File: config.mk
export PLATFORM = sky130hd
export DESIGN_NAME = jt12_bus_master
export DESIGN_NICKNAME = d
export VERILOG_FILES = /design/src/rtl/jt12_bus_master.sv
export SDC_FILE = /design/constraint.sdc
export NUM_CORES = 1
export LEC_CHECK = 0
export ABC_AREA = 1
export BUFFER_PORTS_ARGS = -buffer_cell sky130_fd_sc_hd__buf_4
export CORE_ASPECT_RATIO = 1.25
export CORE_UTILIZATION = 50
export CTS_CLUSTER_DIAMETER = 100
export CTS_CLUSTER_SIZE = 24
export DETAILED_ROUTE_END_ITERATION = 12
export PLACE_DENSITY = 0.67
export RECOVER_POWER = 100
export SLEW_MARGIN = 15
export SYNTH_ARGS = -nofsm -noshare
export SYNTH_HDL_FRONTEND = slang
export SYNTH_SLANG_ARGS = --single-unit
File: constraint.sdc
create_clock -name clk -period 2.7 [get_ports clk]
set_input_delay 0.27 -clock clk [delete_from_list [all_inputs] [get_ports clk]]
set_output_delay 0.27 -clock clk [all_outputs]
set_load 0.02 [all_outputs]
File: src/rtl/jt12_bus_master.sv
// rtl/jt12_bus_master.sv - queued register-write bus initiator for the jt12 CPU port
module jt12_bus_master #(
    parameter int DEPTH    = 16,
    parameter int WR_PULSE = 2,
    parameter int RD_WAIT  = 1,
    parameter int BUSY_TO  = 255
) (
    input  logic                       clk,
    input  logic                       rst_n,
    input  logic                       cen,
    input  logic                       cmd_valid,
    output logic                       cmd_ready,
    input  logic                       cmd_part,
    input  logic [7:0]                 cmd_reg,
    input  logic [7:0]                 cmd_val,
    output logic [$clog2(DEPTH):0]     level,
    output logic                       idle,
    output logic                       busy_tout,
    input  logic                       tout_clr,
    output logic [7:0]                 ym_din,
    output logic [1:0]                 ym_addr,
    output logic                       ym_cs_n,
    output logic                       ym_wr_n,
    input  logic [7:0]                 ym_dout
);
    localparam int            AW         = $clog2(DEPTH);
    localparam logic [AW:0]   LVL_ONE    = (AW+1)'(1);
    localparam logic [AW:0]   LVL_FULL   = (AW+1)'(DEPTH);
    localparam logic [AW-1:0] PTR_ONE    = AW'(1);
    localparam logic [7:0]    RD_LAST    = 8'(RD_WAIT - 1);
    localparam logic [7:0]    PULSE_LAST = 8'(WR_PULSE - 1);
    localparam logic [7:0]    TO_LAST    = 8'(BUSY_TO - 1);

    typedef enum logic [2:0] {
        S_IDLE, S_POLL, S_GAP0, S_ADDR, S_GAP1, S_DATA, S_GAP2
    } state_t;

    state_t        state_q, state_d;
    logic [7:0]    cnt_q, cnt_d;
    logic [7:0]    bcnt_q, bcnt_d;
    logic          tout_q, tout_d;
    logic          cs_n_q, cs_n_d;
    logic          wr_n_q, wr_n_d;
    logic [1:0]    addr_q, addr_d;
    logic [7:0]    din_q, din_d;
    logic [AW-1:0] wr_ptr_q, wr_ptr_d;
    logic [AW-1:0] rd_ptr_q, rd_ptr_d;
    logic [AW:0]   level_q, level_d;
    logic [16:0]   mem_q [DEPTH];

    logic          push, pop, tout_set;
    logic [16:0]   head;
    logic          unused_dout;

    assign cmd_ready   = (level_q != LVL_FULL);
    assign push        = cmd_valid && cmd_ready;
    assign head        = mem_q[rd_ptr_q];
    assign level       = level_q;
    assign idle        = (state_q == S_IDLE) && (level_q == '0);
    assign busy_tout   = tout_q;
    assign ym_din      = din_q;
    assign ym_addr     = addr_q;
    assign ym_cs_n     = cs_n_q;
    assign ym_wr_n     = wr_n_q;
    assign unused_dout = ^ym_dout[6:0];

    // Bus sequencer: next state and next registered bus outputs, cen-gated
    always_comb begin
        state_d  = state_q;
        cnt_d    = cnt_q;
        bcnt_d   = bcnt_q;
        cs_n_d   = cs_n_q;
        wr_n_d   = wr_n_q;
        addr_d   = addr_q;
        din_d    = din_q;
        pop      = 1'b0;
        tout_set = 1'b0;
        if (cen) begin
            case (state_q)
                S_IDLE: if (level_q != '0) begin
                    state_d = S_POLL;
                    cnt_d   = '0;
                    bcnt_d  = '0;
                    cs_n_d  = 1'b0;
                    wr_n_d  = 1'b1;
                    addr_d  = 2'd0;
                end
                S_POLL: begin
                    if (cnt_q != RD_LAST) begin
                        cnt_d = cnt_q + 8'd1;
                    end else if (!ym_dout[7]) begin
                        state_d = S_GAP0;
                        cs_n_d  = 1'b1;
                    end else if (bcnt_q == TO_LAST) begin
                        // chip never reported ready: write anyway and flag it
                        tout_set = 1'b1;
                        state_d  = S_GAP0;
                        cs_n_d   = 1'b1;
                    end else begin
                        bcnt_d = bcnt_q + 8'd1;
                    end
                end
                S_GAP0: begin
                    state_d = S_ADDR;
                    cnt_d   = '0;
                    addr_d  = {head[16], 1'b0};
                    din_d   = head[15:8];
                    cs_n_d  = 1'b0;
                    wr_n_d  = 1'b0;
                end
                S_ADDR: begin
                    if (cnt_q == PULSE_LAST) begin
                        state_d = S_GAP1;
                        cs_n_d  = 1'b1;
                        wr_n_d  = 1'b1;
                    end else begin
                        cnt_d = cnt_q + 8'd1;
                    end
                end
                S_GAP1: begin
                    state_d = S_DATA;
                    cnt_d   = '0;
                    addr_d  = {head[16], 1'b1};
                    din_d   = head[7:0];
                    cs_n_d  = 1'b0;
                    wr_n_d  = 1'b0;
                end
                S_DATA: begin
                    if (cnt_q == PULSE_LAST) begin
                        state_d = S_GAP2;
                        cs_n_d  = 1'b1;
                        wr_n_d  = 1'b1;
                    end else begin
                        cnt_d = cnt_q + 8'd1;
                    end
                end
                S_GAP2: begin
                    // head is retired only here, so its data is stable for the whole command
                    pop = 1'b1;
                    if (level_q > LVL_ONE) begin
                        state_d = S_POLL;
                        cnt_d   = '0;
                        bcnt_d  = '0;
                        cs_n_d  = 1'b0;
                        wr_n_d  = 1'b1;
                        addr_d  = 2'd0;
                    end else begin
                        state_d = S_IDLE;
                    end
                end
                default: begin
                    state_d = S_IDLE;
                    cs_n_d  = 1'b1;
                    wr_n_d  = 1'b1;
                end
            endcase
        end
    end

    // FIFO pointers, occupancy and sticky timeout flag
    always_comb begin
        wr_ptr_d = push ? wr_ptr_q + PTR_ONE : wr_ptr_q;
        rd_ptr_d = pop ? rd_ptr_q + PTR_ONE : rd_ptr_q;
        case ({push, pop})
            2'b10:   level_d = level_q + LVL_ONE;
            2'b01:   level_d = level_q - LVL_ONE;
            default: level_d = level_q;
        endcase
        tout_d = tout_set ? 1'b1 : (tout_clr ? 1'b0 : tout_q);
    end

    // State and output registers with synchronous reset
    always_ff @(posedge clk) begin
        if (!rst_n) begin
            state_q  <= S_IDLE;
            cnt_q    <= '0;
            bcnt_q   <= '0;
            tout_q   <= 1'b0;
            cs_n_q   <= 1'b1;
            wr_n_q   <= 1'b1;
            addr_q   <= 2'd0;
            din_q    <= 8'd0;
            wr_ptr_q <= '0;
            rd_ptr_q <= '0;
            level_q  <= '0;
        end else begin
            state_q  <= state_d;
            cnt_q    <= cnt_d;
            bcnt_q   <= bcnt_d;
            tout_q   <= tout_d;
            cs_n_q   <= cs_n_d;
            wr_n_q   <= wr_n_d;
            addr_q   <= addr_d;
            din_q    <= din_d;
            wr_ptr_q <= wr_ptr_d;
            rd_ptr_q <= rd_ptr_d;
            level_q  <= level_d;
        end
    end

    // Command storage; entries are {part, reg, val}
    always_ff @(posedge clk) begin
        if (push) begin
            mem_q[wr_ptr_q] <= {cmd_part, cmd_reg, cmd_val};
        end
    end
endmodule

==> impl_metrics.toml, run 1 <==
[routing]
avgRoutedWirePerCell_um = 17.7
vias_per_cell = 5.41
maxUsedRoutingLayer = "met4"
dr.pass1.iters = 5
drc = 0
drtAntennaViolNets = 0
wl_met3_um = 1650
met1_length_um = 12500
num_vias = 9032
wl_met2_um = 14500
routed_wl_um = 29600
drtIter0Drc = 682

[yosys]
yosys_most_used_dff = "edfxtp_1"
synth_top_area_share_pct = 60.6
synth_warnings = 0
avgSynthCellArea_um2 = 10.5
yosys-top-cells-count = "nand2_1, edfxtp_1, nand3_1, nor2_1, dfxtp_1"
synth_top_cell_by_area = "edfxtp_1"
netlist_instances = 1284
ys_ff_latch = 321
synth_most_common_cell = "nand2_1"
syn_nets = 1329
ys_seq_area_share_pct = 67.9
ys_top_cells_by_area = "edfxtp_1, nand2_1, nand3_1"
synth_cell_types = 30
syn-cell-area_um2 = 13500
synth_enable_flop_cells = 272
ys_async_sr_fraction_pct = 0

[critical_path]
path_cells = "inv_1, ha_1, nand2_1, inv_1, nand2_1, nand2_1, inv_1, nand2_1, nor2_1, clkbuf_1"
endpoint_kind = "register"
worst-path-buf-inv = 4
critPathSlowestCell = "clkbuf_1"
reg2reg_depth = 10
path_delay_family = "buffers and inverters"
cp_common_cell = "nand2_1"
critPathLaunchType = "register"
path_depth = 10
arrival_ns = 2.57
max_stage_delay_ns = 0.44
critPathMaxFanout = 8
cp.required_ns = 2.83
critical_path_class = "register to register"

[clocking]
post_cts_buffers = 0
ctsHoldBuffers = 0
cts-buffers-inserted = 17
cts_resized = 0
cts_tree = "done"
ctsLongestPathBuffers = 3
cts_root_buf = "clkbuf_16"
insertion_delay_ns = 0.50
htree_levels = 1
clock_sinks = 321
cts.clk_slew.worst_paths_ns = 0.10

[sta]
rsz0062_at_grt = "false"
finalWorstSetupSlack_ns = 0.260
fin_skew_ns = 0.0237
setup_viol = 0
tns_ns = 0
finalHoldViolCount = 0
post-route-period-util_pct = 90.4
drv_slew = 0
fin_crit_ns = 2.44
slew-limit-headroom_pct = 28.7
maxClockFrequency_mhz = 410
worst_pin_slew_ns = 1.07

[pwr]
pwr_density_cell_nw_per_um2 = 596
peakVddDrop_mv = 0.505
p_leak_uw = 0.00523
p_total_uw = 8670

[outcome]
status = "finished, final reports clean"

[floorplan]
core_um2 = 26300
row_count = 66
initial_core_util_pct = 51.3
pin_count = 50
die_area_um2 = 27600
die_w_um = 149
fp.dieH_um = 186

[grt]
grt_pass1_wl_um = 46000
grt-ovfl-total = 0
grt_pass1_vias = 8419
grt_max_degree = 139
grt.total_usage_pct = 21.7
antenna_found_initial = 0

[placed_design]
gp_congestion = 0.893
io_buffers = 42
preCtsSetupSlack_ns = 0.330
dp_hpwl_um = 18400

[final_layout]
layout-drive-gt1-share_pct = 5.86
layout.nets = 1366
syn_to_final_growth_pct = 7.88
n_antenna_cell = 0
post-route-util_pct = 55.4

[run]
cap_viol_max_count = 0

[hold_path]
hold_path_depth = 4
hold_class = "primary input to register"
==> report_power, final <==
part           internal [µW]  switching (µW)
Combinational            123             359
Clock                   1210            1500
Sequential              5440            39.3
==> final cells by class <==
| type | instances | area [µm²] |
|---|---|---|
| clock buffers | 27 | 463 |
| clock inverters | 2 | 20.0 |
| fillers | 2328 | 11700 |
| inverters | 51 | 191 |
| multi-input cells | 849 | 3840 |
| flip-flops and latches | 321 | 9150 |
| well taps | 340 | 425 |
| repair buffers | 81 | 452 |
==> logic make-up (layout without fill, tap and decap cells) <==
logic type	count (synthesis)	in the layout	share of synthesized area, %
compound gates	81	81	3.13
simple gates	745	745	23.5
buf+inv	114	161	3.62
fa+ha+maj	15	15	1.39
flops	321	321	67.9
xor+xnor	8	8	0.520
==> worst register-to-register path, cell delays in order (launching register included) <==
cell and delay (ns):
dfxtp_1 0.41, inv_1 0.13, ha_1 0.22, nand2_1 0.08
inv_1 0.05, nand2_1 0.07, nand2_1 0.19, inv_1 0.17
nand2_1 0.14, nor2_1 0.15, clkbuf_1 0.44
==> layout by cell type, fill, tap and decap left out, drive strengths merged <==
cell    Yosys  routed
xnor2       2       2
xor2        6       6
dfxtp      49      49
nor4        1       1
nand2     417     417
nor2       79      79
a21oi      44      44
ha         15      15
o21ai      32      32
clkbuf     24      91
o211ai      2       2
edfxtp    272     272
a211oi      1       1
nor3        5       5
o31ai       2       2
clkinv      3       4
inv        48      49
nand4       5       5
or2         2       2
nand3     236     236
buf        39      17
==> sequential cells by signal, indices dropped and copies added, names as in the netlist, named ones only <==
name and count:
mem_q 272, bcnt_q 8, cnt_q 8, ym_din 8, level 5, rd_ptr_q 4, wr_ptr_q 4, state_q 3
ym_addr 2, busy_tout 1, ym_cs_n 1, ym_wr_n 1
==> stage by stage <==
stage,std cells,cell area [µm²],hold slack (ns)
2_1_floorplan,1284,13500,0.369
3_3_place_gp,1642,14300,0.440
3_5_place_dp,1642,14300,0.455
4_1_cts,1671,14800,0.0595
5_1_grt,1671,14500,0.0763
6_report,1671,14500,0.0626
==> per-layer routing <==
layer  global-route usage [%]  vias up
met5                        0        -
met4                     7.88        0
met1                     28.5     4250
li1                         -     4456
met2                     37.5      266
met3                     2.16       60
==> final timing paths <==
kind / from / end / slack, ns
max reg2reg: level[0] / mem_q[0][6] / 0.26
min reg2reg: ym_wr_n / ym_wr_n / 0.47
max: level[0] / mem_q[0][6] / 0.26
min: tout_clr / busy_tout / 0.06
Power figures use the tool's default switching activity.
==> run 2, diff against run 1 <==
CORE_ASPECT_RATIO = 1.1   (was 1.25)
CTS_BUF_LIST = sky130_fd_sc_hd__clkbuf_16   (was unset)
GPL_TIMING_DRIVEN = 0   (was unset)
==> impl_metrics.toml, run 2 (same netlist as run 1, synthesis figures left out) <==
[floorplan]
fp.dieH_um = 174
core_um2 = 26300
die_area_um2 = 27600
row_count = 62
pin_count = 50
die_w_um = 159
initial_core_util_pct = 51.3

[pwr]
p_leak_uw = 0.00537
p_sw_uw = 1920
intPower_uw = 6740
p_comb_share_pct = 5.9
switching_share_pct = 22.2
power_frac_seq_pct = 63.3
p_total_uw = 8660
pwr_density_cell_nw_per_um2 = 584
clockPowerShare_pct = 30.8
peakVddDrop_mv = 0.438

[final_layout]
n_antenna_cell = 0
regMostFlops = "mem_q"
layout-drive-gt1-share_pct = 7.69
final_common_cell = "nand2_1"
final_cell_mix = "nand2_1, edfxtp_1, nand3_1, nor2_1, clkbuf_1"
syn_to_final_growth_pct = 9.98
largest_register_ffs = 272
layout.nets = 1406
n_fill_cell = 2278

[critical_path]
path_delay_family = "simple AND/OR/NAND/NOR gates"
critPathMaxFanout = 11
path_depth = 10
arrival_ns = 2.84
endpoint_kind = "register"
max_stage_delay_ns = 0.50
cp_common_cell = "nand2_1"
path_cells = "inv_1, ha_1, nand2_1, inv_1, nand2_1, nand2_1, inv_1, nand2_1, nor2_2, buf_8"
critical_path_class = "register to register"
critPathLaunchType = "register"
cp.required_ns = 2.92
worst-path-buf-inv = 4
critPathSlowestCell = "nor2_2"
reg2reg_depth = 10

[clocking]
ctsLongestPathBuffers = 3
post_cts_buffers = 0
clock_sinks = 321
ctsHoldBuffers = 0
cts_root_buf = "clkbuf_16"
insertion_delay_ns = 0.52
cts-buffers-inserted = 17
cts.clk_slew.worst_paths_ns = 0.09
cts_resized = 0
htree_levels = 1
cts_tree = "done"

[grt]
antenna_found_initial = 0
grt_max_degree = 26
grt-ovfl-total = 0
grt_pass1_vias = 8718
grt.total_usage_pct = 24.7
grt_pass1_wl_um = 50200

[routing]
met1_length_um = 13500
drtAntennaViolNets = 0
drtIter0Drc = 1074
wl_met2_um = 16500
vias_per_cell = 5.53
maxUsedRoutingLayer = "met4"
routed_wl_um = 33600
dr.pass1.iters = 5
num_vias = 9500
drc = 0
wl_met3_um = 2380
avgRoutedWirePerCell_um = 19.6

[sta]
fin_skew_ns = 0.0273
slew-limit-headroom_pct = 36.2
drv_slew = 0
tns_ns = 0
setup_viol = 0
worst_pin_slew_ns = 0.957
rsz0062_at_grt = "true"
post-route-period-util_pct = 97.0
fin_crit_ns = 2.62
maxClockFrequency_mhz = 382
finalHoldViolCount = 0

[hold_path]
hold_class = "primary input to register"
hold_path_depth = 3

[placed_design]
io_buffers = 42
gp_congestion = 0.898
dp_hpwl_um = 23500

[run]
cap_viol_max_count = 0

[outcome]
status = "finished, final reports clean"
## run 2: tightest hold or removal path: cells and delay by family
family / cells / cell delay [ns]
buf+inv: 1 / 0.14
compound gates: 2 / 0.11
## run 2: area by class of cell
| cell class | instances | area [µm²] | share of cell area (%) |
|---|---|---|---|
| Buffer | 63 | 292 | 1.97 |
| Clock buffer | 17 | 425 | 2.87 |
| Clock inverter | 7 | 40.0 | 0.270 |
| Inverter | 51 | 191 | 1.29 |
| Multi-Input combinational cell | 849 | 3890 | 26.3 |
| Sequential cell | 321 | 9150 | 61.7 |
| Tap cell | 352 | 440 | 2.97 |
| Timing Repair Buffer | 58 | 394 | 2.66 |
## run 2: path summary, 6_finish.rpt
| check | start | endpoint | slack [ns] |
|---|---|---|---|
| worst min-delay path | rst_n | level[4] | 0.04 |
| worst min register to register | ym_cs_n | ym_cs_n | 0.47 |
| worst max register to register | level[0] | mem_q[13][7] | 0.08 |
| worst max-delay path | level[0] | mem_q[13][7] | 0.08 |
## run 2: power by group through the flow
stage | Clock (µW) | Sequential [µW] | Combinational, µW
3_5_place_dp | 0 | 5590 | 539
4_1_cts | 2700 | 5480 | 541
2_1_floorplan | 0 | 5600 | 285
3_3_place_gp | 0 | 5590 | 516
6_report | 2660 | 5480 | 513
5_1_grt | 2870 | 5490 | 569
## run 2: metrics by stage
step	util (%)	hold WS [ns]	worst slack, ns	std cells	cell area (µm²)
2_1_floorplan	-	0.369	0.0129	1284	13500
3_3_place_gp	54.1	0.448	-0.629	1678	14200
3_5_place_dp	55.1	0.450	0.0725	1694	14500
4_1_cts	56.9	0.0274	0.0397	1718	15000
5_1_grt	56.4	0.0364	-0.144	1718	14800
6_report	56.4	0.0393	0.0804	1718	14800
## run 2: per-layer routing
| layer | global-route usage, % | vias up |
|---|---|---|
| met2 | 41.4 | 372 |
| li1 | - | 4540 |
| met3 | 2.59 | 66 |
| met4 | 8.77 | 0 |
| met5 | 0 | - |
| met1 | 33.4 | 4522 |
==> run 3, diff against run 2 <==
BUFFER_PORTS_ARGS = unset   (was -buffer_cell sky130_fd_sc_hd__buf_4)
DONT_BUFFER_PORTS = 1   (was unset)
PLACE_DENSITY = unset   (was 0.67)
RECOVER_POWER = 50   (was 100)
==> impl_metrics.toml, run 3 (same netlist as run 1, synthesis figures left out) <==
[clocking]
cts_root_buf = "clkbuf_16"
htree_levels = 1
insertion_delay_ns = 0.52
cts-buffers-inserted = 17
ctsLongestPathBuffers = 3
clock_sinks = 321
cts.clk_slew.worst_paths_ns = 0.10
cts_tree = "done"

[sta]
setup_viol = 0
slew-limit-headroom_pct = 43.7
maxClockFrequency_mhz = 392
drv_slew = 0
post-route-period-util_pct = 94.6
fin_crit_ns = 2.55
whs_ns = 0.0285
worst_pin_slew_ns = 0.841
rsz0062_at_grt = "false"
finalHoldViolCount = 0
fin_skew_ns = 0.0153
finalWorstSetupSlack_ns = 0.146

[final_layout]
syn_to_final_growth_pct = 12.2
largest_register_ffs = 272
final_cell_mix = "nand2_1, edfxtp_1, nand3_1, nor2_1"
layout.nets = 1402
finalNonFillerCells = 1714
final_common_cell = "nand2_1"
regMostFlops = "mem_q"
final_area_um2 = 15100
n_fill_cell = 2178
multi_input_area_um2 = 3960
layout-drive-gt1-share_pct = 9.25
n_antenna_cell = 0
regArea_um2 = 9150

[hold_path]
hold_path_depth = 4
hold_class = "primary input to register"
min_to = "busy_tout"
hp-start = "ym_dout[7]"

[routing]
routed_wl_um = 35000
drc = 0
num_vias = 9404
drtIter0Drc = 902
vias_per_cell = 5.49
dr.pass1.iters = 5
avgRoutedWirePerCell_um = 20.4
drtAntennaViolNets = 0

[pwr]
pwr_density_cell_nw_per_um2 = 578
p_leak_uw = 0.00550
peakVddDrop_mv = 0.679

[placed_design]
preCtsSetupSlack_ns = -0.279
place_inst = 1652
gp_congestion = 0.849
io_buffers = 0
dp_hpwl_um = 23600
detailed_place.area_um2 = 14200

[grt]
grt.total_usage_pct = 26.1
antenna_found_initial = 3
grt_max_degree = 26
grt-ovfl-total = 0
grt_pass1_vias = 8793
grt_pass1_wl_um = 52600

[floorplan]
die_w_um = 159
initial_core_util_pct = 51.3
die_area_um2 = 27600
pin_count = 50
fp.dieH_um = 174
core_um2 = 26300
row_count = 62

[critical_path]
cp.required_ns = 2.92
reg2reg_to = "mem_q[13][12]"
critPathLaunchType = "register"
ff2ff_setup_slack_ns = 0.15
critical_path_class = "register to register"
arrival_ns = 2.78
endpoint_kind = "register"
critPathMaxFanout = 14
r2r_start = "level[0]"
reg2reg_depth = 10

[outcome]
status = "finished, final reports clean"

[run]
cap_viol_max_count = 0
-- run 3: power by group --
group | internal [µW] | switching (µW) | leakage [µW]
clock network | 1170 | 1560 | 0.000248
logic | 146 | 364 | 0.00239
registers | 5440 | 56.3 | 0.00285
-- run 3: worst max path at each step --
stage / endpoint / start / slack, ns / depth (start not counted)
2_1_floorplan: mem_q[11][0] / level[0] / 0.01 / 9
3_5_place_dp: mem_q[15][6] / level[0] / -0.28 / 10
6_report: mem_q[13][12] / level[0] / 0.15 / 10
4_1_cts: mem_q[0][2] / level[0] / -0.04 / 10
3_3_place_gp: mem_q[15][5] / level[0] / -1.04 / 9
5_1_grt: mem_q[8][3] / level[0] / 0.002 / 10
-- run 3: area by class of cell --
class	instances	area share [%]
sequential	321	60.5
clock buffer	17	2.81
clock inverter	7	0.290
buffer	63	1.94
timing repair buffer	54	4.09
multi-input combinational	849	26.2
tap	352	2.91
inverter	51	1.27
-- run 3: timing repair --
item                                    4_1_cts  5_1_grt
hold endpoints to repair                    277        1
resized for setup                            16        3
pin swaps                                    10        2
hold buffers                                 19        1
endpoints found under the setup margin      216       74
setup buffers                                13        5
-- run 3: worst max-delay path: stages, from the launching register on --
cell	delay, ns
dfxtp_2	0.44
inv_1	0.14
ha_1	0.23
nand2_1	0.11
inv_1	0.06
nand2_1	0.20
nand2_2	0.17
inv_1	0.14
nand2_1	0.26
nor2_4	0.28
buf_6	0.23
-- run 3: stage by stage --
stage               total power [µW]  util (%)  TNS (ns)
finish                          8740      57.5         0
global route                    9020      57.5         0
CTS                             8790      57.3    -0.590
detailed placement              6010      54.0    -25.31
global placement                5990      52.9   -244.94
floorplan                       5890         -         0
-- run 3: routing by layer --
layer / global-route usage [%] / up-vias / share of wire, %
met5: 0 / - / 0.13
met4: 6.13 / 6 / 2.1
met3: 3.91 / 51 / 6.8
met2: 42.9 / 270 / 48
met1: 36.3 / 4539 / 43
li1: - / 4538 / -
